===== src/rtl/run_sequencer.sv =====
`default_nettype none
// run_sequencer: steps a processor through a batch of up to four programs, measuring RUN cycles of each.
// Optional watchdog built when RUN_SEQUENCER_TIMEOUT_EN is defined; otherwise Timeout is tied low.
module run_sequencer #(
  parameter int START_CYCLES   = 2,
  parameter int CNT_W          = 16,
  parameter int TIMEOUT_CYCLES = 1000
) (
  input  logic             Clk,
  input  logic             Reset,
  input  logic             Go,
  input  logic [1:0]       ProgLast,
  input  logic             Done,
  output logic             Start,
  output logic [1:0]       ProgSel,
  output logic             Busy,
  output logic             ProgDone,
  output logic [CNT_W-1:0] CycleCount,
  output logic             AllDone,
  output logic             Timeout
);

  localparam int              ACW         = (START_CYCLES > 1) ? $clog2(START_CYCLES) : 1;
  localparam logic [ACW-1:0]  ASSERT_LAST = ACW'(START_CYCLES - 1);
  localparam logic [CNT_W-1:0] CNT_MAX    = '1;

  typedef enum logic [1:0] {
    IDLE   = 2'd0,
    ASSERT = 2'd1,
    RUN    = 2'd2,
    FINISH = 2'd3
  } state_t;

  state_t           state, state_next;
  logic [ACW-1:0]   assert_cnt;
  logic [CNT_W-1:0] run_cnt;
  logic [1:0]       prog_last;
  logic             done_ok;
  logic             wd_hit;
  logic             prog_end;
  logic [CNT_W-1:0] wd_report;

  // A Done seen on the very first RUN cycle may be left over from the previous program.
  assign done_ok = (state == RUN) && Done && (run_cnt != '0);

`ifdef RUN_SEQUENCER_TIMEOUT_EN
  localparam logic [CNT_W-1:0] WD_LAST   = CNT_W'(TIMEOUT_CYCLES - 1);
  localparam logic [CNT_W-1:0] WD_REPORT = CNT_W'(TIMEOUT_CYCLES);

  assign wd_hit    = (state == RUN) && !done_ok && (run_cnt == WD_LAST);
  assign wd_report = WD_REPORT;

  always_ff @(posedge Clk) begin
    if (Reset) begin
      Timeout <= 1'b0;
    end else if (state == IDLE && Go) begin
      Timeout <= 1'b0;
    end else if (wd_hit) begin
      Timeout <= 1'b1;
    end
  end
`else
  assign wd_hit    = 1'b0;
  assign wd_report = '0;
  assign Timeout   = 1'b0;
`endif

  assign prog_end = done_ok || wd_hit;
  assign Start    = (state != RUN);

  always_ff @(posedge Clk) begin
    if (Reset) begin
      state <= IDLE;
    end else begin
      state <= state_next;
    end
  end

  always_comb begin
    state_next = state;
    case (state)
      IDLE:    if (Go) state_next = ASSERT;
      ASSERT:  if (assert_cnt == ASSERT_LAST) state_next = RUN;
      RUN:     if (prog_end) state_next = (ProgSel == prog_last) ? FINISH : ASSERT;
      FINISH:  state_next = IDLE;
      default: state_next = IDLE;
    endcase
  end

  always_ff @(posedge Clk) begin
    if (Reset) begin
      assert_cnt <= '0;
      run_cnt    <= '0;
      prog_last  <= 2'd0;
      ProgSel    <= 2'd0;
      Busy       <= 1'b0;
      ProgDone   <= 1'b0;
      CycleCount <= '0;
      AllDone    <= 1'b0;
    end else begin
      ProgDone <= prog_end;
      case (state)
        IDLE: begin
          if (Go) begin
            prog_last  <= ProgLast;
            ProgSel    <= 2'd0;
            Busy       <= 1'b1;
            AllDone    <= 1'b0;
            assert_cnt <= '0;
          end
        end
        ASSERT: begin
          assert_cnt <= (assert_cnt == ASSERT_LAST) ? '0 : assert_cnt + ACW'(1);
          run_cnt    <= '0;
          // ProgSel advances only after the ProgDone cycle so the pulse reports the finished index.
          if (ProgDone) ProgSel <= ProgSel + 2'd1;
        end
        RUN: begin
          if (run_cnt != CNT_MAX) run_cnt <= run_cnt + CNT_W'(1);
          if (done_ok) begin
            CycleCount <= run_cnt;
          end else if (wd_hit) begin
            CycleCount <= wd_report;
          end
          if (prog_end && (ProgSel == prog_last)) begin
            Busy    <= 1'b0;
            AllDone <= 1'b1;
          end
        end
        default: ;
      endcase
    end
  end

endmodule
`default_nettype wire


===== config.mk =====
export PLATFORM = sky130hd
export DESIGN_NAME = run_sequencer
export DESIGN_NICKNAME = d
export VERILOG_FILES = /design/src/rtl/run_sequencer.sv
export SDC_FILE = /design/constraint.sdc
export NUM_CORES = 1
export LEC_CHECK = 0
export CORE_ASPECT_RATIO = 0.7
export CORE_UTILIZATION = 45
export DETAILED_ROUTE_END_ITERATION = 6
export GPL_ROUTABILITY_DRIVEN = 1
export PLACE_DENSITY = 0.65
export SYNTH_ARGS = -nofsm -noshare
export SYNTH_HDL_FRONTEND = slang
export SYNTH_SLANG_ARGS = --single-unit

===== constraint.sdc =====
create_clock -name Clk -period 2.5 [get_ports Clk]
set_input_delay 0.75 -clock Clk [delete_from_list [all_inputs] [get_ports Clk]]
set_output_delay 0.75 -clock Clk [all_outputs]
set_load 0.02 [all_outputs]

* Yosys cells after proc, flatten, opt, wreduce, memory -nomap -nowiden
Index checks and enable logic that the tools add are counted.
** Storage, ports and cells
- Output and inout port bits :: 23
- Bits of input ports :: 6
- Flip-flop bits (word level) :: 42
** Operators by class
- Equal/unequal tests :: 12
- $add $sub $neg :: 3
- Reduce and logical (&&, ||, !) cells :: 15
- Mux-type cells :: 18
** Operator list (count)
- 16-bit case mux with 2 select lines :: 1
- 16-bit by 1-bit adder with 16-bit output, second input constant :: 1
- 16-bit 2-to-1 mux :: 1
- 16-bit != test, second input constant :: 1
- 16-bit nonzero test :: 1
- 2-bit 2-to-1 mux :: 6
- 2-bit != test, second input constant :: 5
- 3-bit AND reduction :: 3
- 2-bit case mux with 4 select lines :: 1
- 2-bit AND reduction :: 4
- 1-bit case mux with 2 select lines :: 3
- 2-bit nonzero test :: 3
- 1-bit 2-to-1 mux :: 5
- 2-bit == test, second input constant :: 2
- 2-bit by 1-bit != test with 1-bit output, second input constant :: 2
- 2-bit case mux with 2 select lines :: 1
- 1-bit logical AND :: 3
- 2-bit by 1-bit adder with 2-bit output, second input constant :: 1
- 2-bit by 1-bit == test with 1-bit output, second input constant :: 1
- 2-bit == test :: 1
- 2-bit logical NOT :: 1
- 1-bit adder, second input constant :: 1

* Longest topological paths before layout
Gate-level depths: netlist of the first run.
- Word-level depth :: 6
- Mapped depth :: 7
- Mapped depth without buffers :: 6

* Worst setup path after synthesis of the first run
OpenSTA, ideal clock, no wires.
- Kind :: register -> register
- From :: register run_cnt[0]
- To :: register CycleCount[11]
- Path slack :: 0.488 ns
- Library setup time :: 0.069 ns
- Stages on the path, launching flop included :: 8
- Data arrival time :: 1.943 ns
- Clock period less this slack :: 2.012 ns
- Cell sequence :: dfxtp_1 > inv_1 > ha_1 > or4b_4 > o41ai_4 > buf_6 > o31ai_1 > a21oi_2
** Between the ends
- Word-level cells in the longest chain between the ends :: 3
** RTL lines
- start, declared :: line 36 : logic [CNT_W-1:0] run_cnt;
- start signal, assigned :: line 119 : if (run_cnt != CNT_MAX) run_cnt <= run_cnt + CNT_W'(1);
- 16-bit nonzero test :: line 44 : assign done_ok = (state == RUN) && Done && (run_cnt != '0);
- 1-bit logical AND :: line 44
- 2-bit AND reduction (no line)
- end signal, assigned :: line 121 : CycleCount <= run_cnt;
- end signal, assigned :: line 123 : CycleCount <= wd_report;
- end, declared :: line 18 : output logic [CNT_W-1:0] CycleCount,
Every way passes these cells.
A chain may end at the register's enable or synchronous reset.

* Worst setup path in the final report of the first run
- From :: register state[1]
- To :: output port Start
** Between the ends
- Word-level cells in the longest chain between the ends :: 1
** RTL lines
- start, declared :: line 34 : state_t state, state_next;
- start signal, assigned :: line 75 : state <= state_next;
- 2-bit != test :: line 69 : assign Start = (state != RUN);
- end, declared :: line 14 : output logic Start,
Every way passes these cells.

==> results of run 1 <==
## metrics by stage
stage               total power [W]  setup slack (ns)
finish                     0.001396            0.1962
global route               0.001445            0.1027
CTS                        0.001403            0.1770
floorplan                 0.0008091            0.4878
detailed placement        0.0008578            0.2727
global placement          0.0008569            0.3400
## flip-flops by register name, summed over array words and instances, names as in the netlist
name	cells
state	2
CycleCount	16
AllDone	1
Busy	1
assert_cnt	1
ProgDone	1
prog_last	2
ProgSel	2
run_cnt	16
## report_power, final
group	internal, W	switching, W	leakage [nW]
clock network	0.000298	0.000253	0.0514
logic	0.0000522	0.000106	0.445
registers	0.000679	0.00000669	0.339
## kinds of logic after synthesis
family | share of synthesized area [%]
AND/OR/NAND/NOR | 25.80
other | 0.1711
flip-flops | 38.36
XOR/XNOR | 1.598
AO/OA/AOI/OAI | 25.06
buffers and inverters | 6.906
multiplexers | 0.9703
adder cells (fa/ha/maj) | 1.141
## cells in the mapped netlist, types with 3 or more instances
cell type / number
nor2_1: 10
dfxtp_1: 42
o31ai_1: 17
nand2_1: 16
clkbuf_1: 12
or4_1: 10
nand2b_1: 4
nor4_1: 4
buf_6: 3
nor3_1: 6
a21oi_1: 17
nand3_1: 9
o311ai_0: 3
nand4_1: 20
o21ai_0: 5
a21oi_2: 8
inv_1: 6
nor2b_1: 5
xnor2_1: 4
buf_2: 4
## worst paths after layout
path                            cells after the start           to  slack (ns)
worst max-delay path                                3        Start        0.20
worst min-delay path                                1      AllDone        0.47
worst max register to register                      5  run_cnt[14]        0.36
worst min register to register                      1      AllDone        0.47
## layout make-up
type | count | area, um^2
fillers | 421 | 1894
multi-input cells | 179 | 1200
flip-flops and latches | 42 | 840.8
repair buffers | 39 | 360.3
clock buffers | 6 | 72.57
well taps | 55 | 68.82
clock inverters | 2 | 37.54
inverters | 8 | 30.03
## metal layers
metal	vias to the layer above	global-route usage (%)	wire, um
met1	948	33.95	2877
met5	-	0	0
li1	1008	-	-
met4	0	7.381	51
met2	55	32.91	2219
met3	7	4.354	295
==> impl_metrics.toml, run 1 <==
[outcome]
status = "completed"

[clock_network]
clkTransAtPathRegs_ns = 0.09
numCtsBuffers = 5
cts_setup_buffers = 0
cts_tree = "built"
cts_root_buffer = "clkbuf_8"
clock_sinks = 42
postCtsResizedCells = 0
clock_latency_ns = 0.30
cts_hold_buf = 0
h-tree-depth = 2
clock_path_buffers = 2

[cells_and_area]
layout_commonest_cell = "dfxtp_1"
utilization_pct = 57.94
antenna_cells = 0
design_area_um2 = 2610
layout_common_cells = "dfxtp_1, clkdlybuf4s50_1, nand4_1, a21oi_1, o31ai_1"
syn2layout_area_growth_pct = 19.06
final_nets = 283
drive_above_1_share_pct = 11.96
fin_cells = 331

[floorplan]
core_um2 = 4504
die_h_um = 60.40
ios = 29
start_util_pct = 48.67
num_rows = 20
dieArea_um2 = 5159
die_w_um = 85.42

[grt]
grt_remaining_overflow = 0
grt_max_degree = 29
antenna_found_initial = 0
track_usage_pct = 22.67
grt_pass1_wl_um = 9135
grt_pass1_vias = 1838

[yosys]
yosys.area.top_type_share_pct = 38.36
synth_top_area_cell = "dfxtp_1"
syn_inst = 251
synth_cell_type_count = 53
synth-seq-area-share_pct = 38.36
syn_avg_cell_area_um2 = 8.733
synth_area_um2 = 2192
synthFlopType = "dfxtp_1"
syn_nets = 259
ys_warn_count = 0
yosys-top-cells-area = "dfxtp_1, o31ai_1, nand4_1"
ys_ff_latch = 42
ys_async_sr_fraction_pct = 0
synth-edff-count = 0

[critical_path]
setup.worst_path.start = "state[1]"
cp.arrival_ns = 1.55
cpLargestDelayFamily = "buffers and inverters"
crit_fanout = 2
reg2reg_from = "run_cnt[1]"
crit_required_ns = 1.75
max_stage_delay_ns = 0.55
crit_slowest_cell = "clkdlybuf4s50_1"
worstSetupPathType = "flop to output pin"
path_cells = "nor2b_1, clkinv_1, clkdlybuf4s50_1"
endpoint_kind = "output pin"
cp.buffers_inverters = 2
start_kind = "flop"

[route]
drc = 0
num_vias = 2018
dr.pass1.iters = 4
drt_iter0_markers = 163
totalWireLength_um = 5443
wl_per_cell_um = 16.44
viasPerCell = 6.097
ant_nets = 0

[timing]
hold_viol_final = 0
clock-skew-final_ns = 0.01078
holdWs_ns = 0.4742
final.min_clock_period_ns = 2.304
post-route-period-util_pct = 92.15
tns_ns = 0
clock.fmax_ghz = 0.4341
finalSetupViolations = 0
grt_setup_unrepaired = "false"
drv_slew = 0
relSlewSlack_pct = 59.43
worst_pin_slew_ns = 0.6079

[worst_hold_path]
hold_path_class = "flop to flop"
hp-start = "AllDone"

[placed_design]
dpl_cell_area_um2 = 2500
hpwl_um = 3649
portBuffers = 27
dp_cells = 323
place_congestion = 0.8514

[flow_run]
maxCapViolCount = 0

[power]
ir_drop_mv = 0.2378
powerDensity_nw_per_um2 = 534.7
p_leak_nw = 0.8360
Note: power is estimated with default switching activity, not from simulation.
==> run 2: changes to the inputs <==
CORE_ASPECT_RATIO = default   (was 0.7)
PLACE_DENSITY = 0.67   (was 0.65)
==> run 2 against run 1 <==
  * Utilization fell by 1.9 points
  * Clock-buffer cell count is 1 lower
  * Clock power up 19%
  * Register-to-register slack lost 0.02 ns
  * Setup slack better by 0.14 ns
  * Die area about the same
  * Clock skew down 0.0021 ns
  * Critical endpoint is now run_cnt[14]
==> impl_metrics.toml, run 2 (same netlist as run 1, synthesis figures left out) <==
[outcome]
status = "completed"

[power]
p_leak_nw = 0.8489
powerDensity_nw_per_um2 = 569.5
ir_drop_mv = 0.3596

[floorplan]
core_um2 = 4692
ios = 29
start_util_pct = 46.72
die_w_um = 71.80
dieArea_um2 = 5155
die_h_um = 71.80
num_rows = 25

[clock_network]
cts_tree = "built"
cts_setup_buffers = 0
postCtsResizedCells = 0
numCtsBuffers = 5
cts_hold_buf = 0
clock_sinks = 42
clock_path_buffers = 2
clock_latency_ns = 0.30
h-tree-depth = 2
cts_root_buffer = "clkbuf_8"
clkTransAtPathRegs_ns = 0.09

[route]
drt_iter0_markers = 163
wl_per_cell_um = 16.23
num_vias = 2024
viasPerCell = 6.152
dr.pass1.iters = 4
ant_nets = 0
drc = 0
totalWireLength_um = 5340

[critical_path]
crit_required_ns = 2.75
endpoint_kind = "flop"
path_cells = "ha_1, nand3_1, or4_1, or4_1, nand2_1"
worstSetupPathType = "flop to flop"
start_kind = "flop"
crit_fanout = 7
crit_top_cell = "or4_1"
crit_slowest_cell = "or4_1"
max_stage_delay_ns = 0.61
cp.arrival_ns = 2.41

[grt]
antenna_found_initial = 0
grt_remaining_overflow = 0
grt_pass1_vias = 1887
grt_max_degree = 29
grt_pass1_wl_um = 9121
track_usage_pct = 22.09

[timing]
post-route-period-util_pct = 86.52
drv_slew = 0
clock-skew-final_ns = 0.008670
final.min_clock_period_ns = 2.163
grt_setup_unrepaired = "false"
tns_ns = 0
worst_slack_ns = 0.3369
hold_viol_final = 0
finalSetupViolations = 0
clock.fmax_ghz = 0.4623

[placed_design]
hpwl_um = 3660
place_congestion = 0.7928
portBuffers = 27
pre_cts_ws_ns = 0.3056

[cells_and_area]
drive_above_1_share_pct = 12.00
fillers = 458
final_nets = 282
syn2layout_area_growth_pct = 20.03
antenna_cells = 0
layout_commonest_cell = "dfxtp_1"
multi_input_area_um2 = 1200
regArea_um2 = 840.8
reg.largest.list = "CycleCount (16), run_cnt (16)"
layout_common_cells = "dfxtp_1, clkdlybuf4s50_1, nand4_1, a21oi_1, o31ai_1"
utilization_pct = 56.08

[flow_run]
maxCapViolCount = 0

[worst_hold_path]
hold_path_class = "flop to flop"
run 2: cell count changes in the layout (fill, tap and decap cells not counted), sizes merged:
| cell | delta |
|---|---|
| buf | -1 |
| bufinv | +1 |
| clkbuf | -1 |
| clkdlybuf4s50 | -1 |
| clkinv | +1 |
| clkinvlp | -1 |
| dlymetal6s2s | +1 |
run 2: per-stage QoR:
step,hold WS (ns),area [um^2],instances,power [W]
5_1_grt,0.4991,2631,329,0.001561
4_1_cts,0.4829,2629,329,0.001507
3_5_place_dp,0.4617,2491,321,0.0008569
2_1_floorplan,0.4583,2192,251,0.0008091
3_3_place_gp,0.4519,2491,321,0.0008562
6_report,0.4766,2631,329,0.001499
run 2: path summary, 6_finish.rpt:
check / start / end / slack (ns) / cells after the start
max: run_cnt[0] / run_cnt[14] / 0.34 / 5
min: AllDone / AllDone / 0.48 / 1
max reg2reg: run_cnt[0] / run_cnt[14] / 0.34 / 5
min reg2reg: AllDone / AllDone / 0.48 / 1
run 2: area by class of cell:
class | count | area share, %
Sequential cell | 42 | 31.95
Multi-Input combinational cell | 179 | 45.60
Clock inverter | 3 | 2.615
Tap cell | 54 | 2.568
Timing Repair Buffer | 38 | 13.50
Inverter | 8 | 1.141
Clock buffer | 5 | 2.615
run 2: power breakdown:
part | internal (W) | total [W] | switching, W
clock | 0.000400 | 0.000657 | 0.000256
combinational | 0.0000515 | 0.000156 | 0.000105
sequential | 0.000679 | 0.000686 | 0.00000682
total | 0.00113 | 0.00150 | 0.000368
run 2: worst max-delay path, delay by kind of cell (launching register included):
kind | cells | cell delay [ns]
simple gates | 4 | 1.41
flops | 1 | 0.45
fa+ha+maj | 1 | 0.25
run 2: per-layer routing:
metal	global-route usage [%]	share of wire, %	up-vias
met2	33.23	47	40
met1	32.03	50	976
met3	3.657	2.7	5
li1	-	-	1003
met4	7.407	0.64	0
met5	0	0	-
